<file path="src/rtl/relu_bwd.sv">
// ReLU backward stage: captures forward sign masks in a FIFO and gates gradients by them.
// Optional zero-gradient counter is enabled by defining RELU_BWD_ZCNT_EN.
module relu_bwd #(
  parameter int NUM_WIDTH = 16,
  parameter int DEPTH     = 64,
  parameter int CNT_W     = $clog2(DEPTH) + 1
) (
  input  logic                 clk,
  input  logic                 rst,
  input  logic                 bypass,
  input  logic                 mask_valid,
  output logic                 mask_ready,
  input  logic [NUM_WIDTH-1:0] mask_data,
  input  logic                 bwd_start,
  input  logic                 grad_valid,
  output logic                 grad_ready,
  input  logic [NUM_WIDTH-1:0] grad_data,
  output logic                 dn_valid,
  input  logic                 dn_ready,
  output logic [NUM_WIDTH-1:0] dn_data,
  output logic                 bwd_done,
  output logic [CNT_W-1:0]     mask_count
`ifdef RELU_BWD_ZCNT_EN
  ,
  output logic [15:0]          zero_cnt
`endif
);

  localparam int PTR_W = $clog2(DEPTH);

  typedef enum logic {S_FWD, S_BWD} state_t;

  state_t               state_q, state_d;
  logic [DEPTH-1:0]     mem_q, mem_d;
  logic [PTR_W-1:0]     wr_ptr_q, wr_ptr_d;
  logic [PTR_W-1:0]     rd_ptr_q, rd_ptr_d;
  logic [CNT_W-1:0]     count_q, count_d;
  logic                 dn_valid_q, dn_valid_d;
  logic [NUM_WIDTH-1:0] dn_data_q, dn_data_d;
  logic                 bwd_done_q, bwd_done_d;

  logic mask_ready_c;
  logic grad_ready_c;
  logic wr_en;
  logic pop;
  logic pop_mask;
  logic out_free;

  // Only the sign bit of the pre-activation word is kept.
  logic unused_mask_bits;
  assign unused_mask_bits = ^mask_data[NUM_WIDTH-2:0];

  always_comb begin
    state_d    = state_q;
    mem_d      = mem_q;
    wr_ptr_d   = wr_ptr_q;
    rd_ptr_d   = rd_ptr_q;
    count_d    = count_q;
    dn_valid_d = dn_valid_q;
    dn_data_d  = dn_data_q;
    bwd_done_d = 1'b0;

    out_free     = !dn_valid_q || dn_ready;
    mask_ready_c = (state_q == S_FWD) && (count_q != CNT_W'(DEPTH));
    grad_ready_c = (state_q == S_BWD) && (count_q != '0) && out_free;
    wr_en        = mask_valid && mask_ready_c;
    pop          = grad_valid && grad_ready_c;
    pop_mask     = mem_q[rd_ptr_q];

    if (wr_en) begin
      mem_d[wr_ptr_q] = ~mask_data[NUM_WIDTH-1];
      wr_ptr_d        = wr_ptr_q + PTR_W'(1);
      count_d         = count_q + CNT_W'(1);
    end

    if (pop) begin
      rd_ptr_d   = rd_ptr_q + PTR_W'(1);
      count_d    = count_q - CNT_W'(1);
      dn_valid_d = 1'b1;
      dn_data_d  = (bypass || pop_mask) ? grad_data : '0;
    end else if (dn_ready) begin
      dn_valid_d = 1'b0;
    end

    // An empty FIFO at bwd_start ends the phase without ever leaving S_FWD.
    case (state_q)
      S_FWD: begin
        if (bwd_start) begin
          if (count_q == '0) begin
            bwd_done_d = 1'b1;
          end else begin
            state_d = S_BWD;
          end
        end
      end
      S_BWD: begin
        if ((count_q == '0) && out_free) begin
          bwd_done_d = 1'b1;
          state_d    = S_FWD;
        end
      end
      default: state_d = S_FWD;
    endcase
  end

  always_ff @(posedge clk or posedge rst) begin
    if (rst) begin
      state_q    <= S_FWD;
      mem_q      <= '0;
      wr_ptr_q   <= '0;
      rd_ptr_q   <= '0;
      count_q    <= '0;
      dn_valid_q <= 1'b0;
      dn_data_q  <= '0;
      bwd_done_q <= 1'b0;
    end else begin
      state_q    <= state_d;
      mem_q      <= mem_d;
      wr_ptr_q   <= wr_ptr_d;
      rd_ptr_q   <= rd_ptr_d;
      count_q    <= count_d;
      dn_valid_q <= dn_valid_d;
      dn_data_q  <= dn_data_d;
      bwd_done_q <= bwd_done_d;
    end
  end

`ifdef RELU_BWD_ZCNT_EN
  logic [15:0] zero_cnt_q, zero_cnt_d;

  // Counts gradients zeroed by the mask; saturates and holds until the next phase starts.
  always_comb begin
    zero_cnt_d = zero_cnt_q;
    if ((state_q == S_FWD) && bwd_start) begin
      zero_cnt_d = '0;
    end else if (pop && !bypass && !pop_mask && (zero_cnt_q != 16'hFFFF)) begin
      zero_cnt_d = zero_cnt_q + 16'd1;
    end
  end

  always_ff @(posedge clk or posedge rst) begin
    if (rst) begin
      zero_cnt_q <= '0;
    end else begin
      zero_cnt_q <= zero_cnt_d;
    end
  end

  assign zero_cnt = zero_cnt_q;
`endif

  assign mask_ready = mask_ready_c;
  assign grad_ready = grad_ready_c;
  assign dn_valid   = dn_valid_q;
  assign dn_data    = dn_data_q;
  assign bwd_done   = bwd_done_q;
  assign mask_count = count_q;

endmodule

</file>
<file path="config.mk">
export PLATFORM = sky130hd
export DESIGN_NAME = relu_bwd
export DESIGN_NICKNAME = d
export VERILOG_FILES = /design/src/rtl/relu_bwd.sv
export SDC_FILE = /design/constraint.sdc
export NUM_CORES = 1
export LEC_CHECK = 0
export ABC_AREA = 1
export ABC_CLOCK_PERIOD_IN_PS = 5360
export CORE_ASPECT_RATIO = 0.5
export CORE_UTILIZATION = 57
export DETAILED_ROUTE_END_ITERATION = 16
export PLACE_DENSITY = 0.81
export SLEW_MARGIN = 20
export SYNTH_ARGS = -nofsm -noshare
export SYNTH_HDL_FRONTEND = slang
export SYNTH_SLANG_ARGS = --single-unit
</file>
<file path="constraint.sdc">
create_clock -name clk -period 5.36 [get_ports clk]
set_input_delay 1.608 -clock clk [delete_from_list [all_inputs] [get_ports clk]]
set_output_delay 1.608 -clock clk [all_outputs]
set_load 0.1 [all_outputs]
</file>
# [Word level (Yosys, flattened, before mapping)]
# Index checks and enable logic that the tools add are counted.
# Widths: inputs -> output; s select.
[totals] reg_bits=102 latchBits=0 ramBits=0 rom_bits=0 inputBits=39 elab_cells=50 memories=0
[classes] add_sub_neg=4 mul=0 div=0 magnitude_cmp=3 eq_ne=1 n_shift=0 n_mux=18 bitwise_logic=2 reduce_logical=14
[op_table] cell="$bwmux 64" n=1
[op_table] cell="$mux 16" n=1
[op_table] cell="$lt 6x7->1 const B" n=2
[op_table] cell="$mux 7" n=2
[op_table] cell="$add 6x1->6 const B" n=2
[op_table] cell="$mux 1" n=10
[op_table] cell="$add 7x1->7 const B" n=1
[op_table] cell="$logic_and 1x1->1" n=7
[op_table] cell="$logic_not 7->1" n=1
[op_table] cell="$ne 7x7->1 const B" n=1
[op_table] cell="$reduce_bool 7->1" n=1
[op_table] cell="$sub 7x1->7 const B" n=1
[op_table] cell="$bmux 1 s6" n=1
[op_table] cell="$demux 1 s6" n=1
[op_table] cell="$ge 6x1->1 const B" n=1
[op_table] cell="$pmux 1 s2" n=2
[op_table] cell="$reduce_bool 2->1" n=2
[op_table] cell="$logic_or 1x1->1" n=2
[op_table] cell="$not 1->1" n=2
[op_table] cell="$logic_not 1->1" n=1

# [Longest topological paths before layout]
[logic_depth] ltp_word=5 mapped_depth=16 mapped_depth_nobuf=16

# [Worst setup path after synthesis]
# Ideal clock, no wire load.
[synth_path] path_kind="input port to output port" from="in dn_ready" to="out grad_ready" arrival_time_ns=2.935 t_required_ns=3.752 path_slack_ns=0.817 stages=2 path_cell_list="nor2_1 > nor2_1"
[synth_via] elab_chain_cells=2
[synth_lines] element="start, declared" line="19" rtl="input logic dn_ready,"
[synth_lines] element="$logic_or 1x1->1" line="63" rtl="out_free = !dn_valid_q || dn_ready;"
[synth_lines] element="$logic_and 1x1->1" line="65" rtl="grad_ready_c = (state_q == S_BWD) && (count_q != '0) && out_free;"
[synth_lines] element="end, declared" line="16" rtl="output logic grad_ready,"
# No other way between the ends.

# [Final worst setup path]
# Same ends and word-level chain as after synthesis.

==> impl_metrics.yaml <==
outcome:
  status: "finished clean"
worst_setup_path:
  startpoint: "dn_ready"
  critical_path.max_stage_delay_ns: 0.42
  critPathArrivalTime_ns: 2.60
  path_delay_family: "buffers and inverters"
  cp-start-kind: "input port"
  crit_chain: "clkdlybuf4s50_1, nor2_1, nor2_1, buf_4"
  cpMostUsedCell: "nor2_1"
  end_kind: "output port"
  rr_endpoint: "mask_count[6]"
  critPathKind: "in2out"
  critical_path_buf_inv_count: 2
  critical_path_depth: 4
  rr_worst_depth: 15
  slowest_stage: "clkdlybuf4s50_1"
  r2r_slack_ns: 2.64
  crit_fanout: 4
  worstPathRequired_ns: 3.75
  worstReg2RegStart: "mask_count[0]"
floorplanning:
  io_pins: 66
  num_rows: 25
  start_util: 0.591
  die-area_um2: 10300
  die_h_um: 72.4
  die_w_um: 143
  coreArea_um2: 9540
route:
  drcViolationCount: 0
  wl_mm: 13.7
  avgRoutedWirePerCell_um: 14.4
  drtIter0Drc: 486
  drtPass1Iterations: 5
  ant_nets: 0
  vias_per_cell: 5.33
  num_vias: 5046
sta:
  slew_viol_final: 0
  rsz0062_at_grt: "false"
  tightest_slew_ns: 1.08
  holdWs_ns: 0.466
  relSlewSlack: 0.278
  fmax_ghz: 0.238
  finalSetupViolCount: 0
  fin_crit_ns: 4.20
  finalCritPeriodShare: 0.784
  skew_ns: 0.00940
  setup_ws_ns: 1.16
  timing.setup.tns_ns: 0
  final-hold-violation-count: 0
cts:
  cts_tree: "done"
  post_cts_resized: 0
  cts_sinks: 102
  clk_latency_ns: 0.35
  root_buffer: "clkbuf_16"
  clkTransAtPathRegs_ns: 0.07
  htreeDepth: 3
  cts_buffers: 9
  cts_hold_buf: 0
  post_cts_buffers: 0
  clockBufferDepth: 2
cells_and_area:
  areaGrowthSynthToFinish_pct: 14.6
  final_cell_mix: "nand2_1 (296), dfrtp_1 (102), nand3_1 (72)"
  fin_cells: 946
  layout_commonest_cell: "nand2_1"
  stdcell_area_um2: 6470
  postLayoutCoreUtil: 0.678
  fin_nets: 853
  diodes: 0
  drive_gt1_frac: 0.0530
min_path:
  holdCritStartpoint: "mem_q[49]"
  hold_end: "mem_q[49]"
  hold_depth: 2
  hold_path_class: "reg2reg"
logic_synthesis:
  synth.distinct_cells: 31
  synth_top_cell_by_area: "dfrtp_1"
  syn_area_um2: 5640
  syn_inst: 773
  synth.area.top_cells: "dfrtp_1 (45%), nand2_1 (20%), nand3_1 (6.4%), inv_1 (4.5%), nor2_1 (4.5%)"
  ys_seq_area_frac: 0.452
  ys_ff_latch: 102
  synth.avg_cell_area_um2: 7.30
  synth_nets: 820
  yosys_warnings: 0
  synth_top_cell_area_share: 0.452
placement:
  dpl.cell_count: 930
  dpl.hpwl_mm: 8.98
  gp_congestion: 0.836
  dp_slack_ns: 1.16
  io_buffers: 50
  place_area_um2: 6160
power_and_ir_drop:
  peakVddDrop_v: 0.000530
  leakage_nw: 3.13
  totalPowerFinal_mw: 3.56
  powerDensity_nw_per_um2: 550
global_routing:
  antenna_found_initial: 0
  grt_overflow: 0
  grt_pass1_wl_mm: 23.1
  grt_usage: 0.290
  grt_pass1_vias: 4739
  grt_start_max_net_pins: 61
job:
  cap_violations: 0
==> flip-flops by register name, indices dropped and copies added (netlist names) <==
register and flops:
dn_data 16, dn_valid 1, state_q 1, mask_count 7
mem_q 64, wr_ptr_q 6, bwd_done 1, rd_ptr_q 6
==> worst reg2reg max path: cells and delay by family (launching register included) <==
kind | cells | cell delay (ns)
AO/OA/AOI/OAI | 3 | 0.42
adder cells (fa/ha/maj) | 1 | 0.40
flip-flops | 1 | 0.45
buffers and inverters | 2 | 0.27
AND/OR/NAND/NOR | 9 | 1.11
==> metal layers <==
layer,track usage,routed length [µm],vias up
met5,0,0,-
met4,0.0562,98,0
met3,0.0785,1110,12
met2,0.473,6280,170
met1,0.395,6180,2354
li1,-,-,2510
==> power breakdown <==
part           internal (mW)  total [mW]  switching (mW)
registers              0.916        1.08           0.163
clock network          0.368       0.675           0.307
logic                  0.445        1.80            1.36
total                   1.73        3.56            1.83
==> Yosys cell counts <==
library cell	instances
a21oi_1	11
nand2_1	296
inv_1	67
xor2_1	10
or2_1	1
nor2_1	67
or2_2	2
nor4_2	1
fa_1	1
buf_4	7
ha_1	7
nand3_1	72
o31ai_1	24
nand4_1	3
xnor2_1	1
inv_2	2
nor2_2	2
nand3_2	4
and3_1	1
buf_2	9
nor4_1	2
clkbuf_1	16
nand2_4	1
and2_1	1
buf_6	7
dfrtp_1	102
o21ai_0	48
nand3_4	1
a211oi_1	1
clkinv_1	1
nor3_1	5
==> area by class of cell <==
class,count,area [µm²]
clock inverter,7,80.1
inverter,70,265
clock buffer,9,225
timing repair buffer,61,581
sequential,102,2550
fill,762,3070
tap,135,169
multi-input combinational,562,2590
==> cells by family (layout without fill, tap and decap cells) <==
family,Yosys count,in the layout,share of synthesized area
AO/OA/AOI/OAI,84,84,0.0856
XOR/XNOR,11,11,0.0171
adder cells (fa/ha/maj),8,8,0.0191
buffers and inverters,109,147,0.0885
AND/OR/NAND/NOR,459,459,0.337
flip-flops,102,102,0.452
==> worst max path at each step <==
stage / to / slack [ns]
final: grad_ready / 1.16
after global routing: grad_ready / 1.09
after CTS: grad_ready / 1.15
after detailed placement: grad_ready / 1.16
after global placement: grad_ready / 1.19
after floorplan: grad_ready / 0.82
Power figures use the tool's default switching activity.
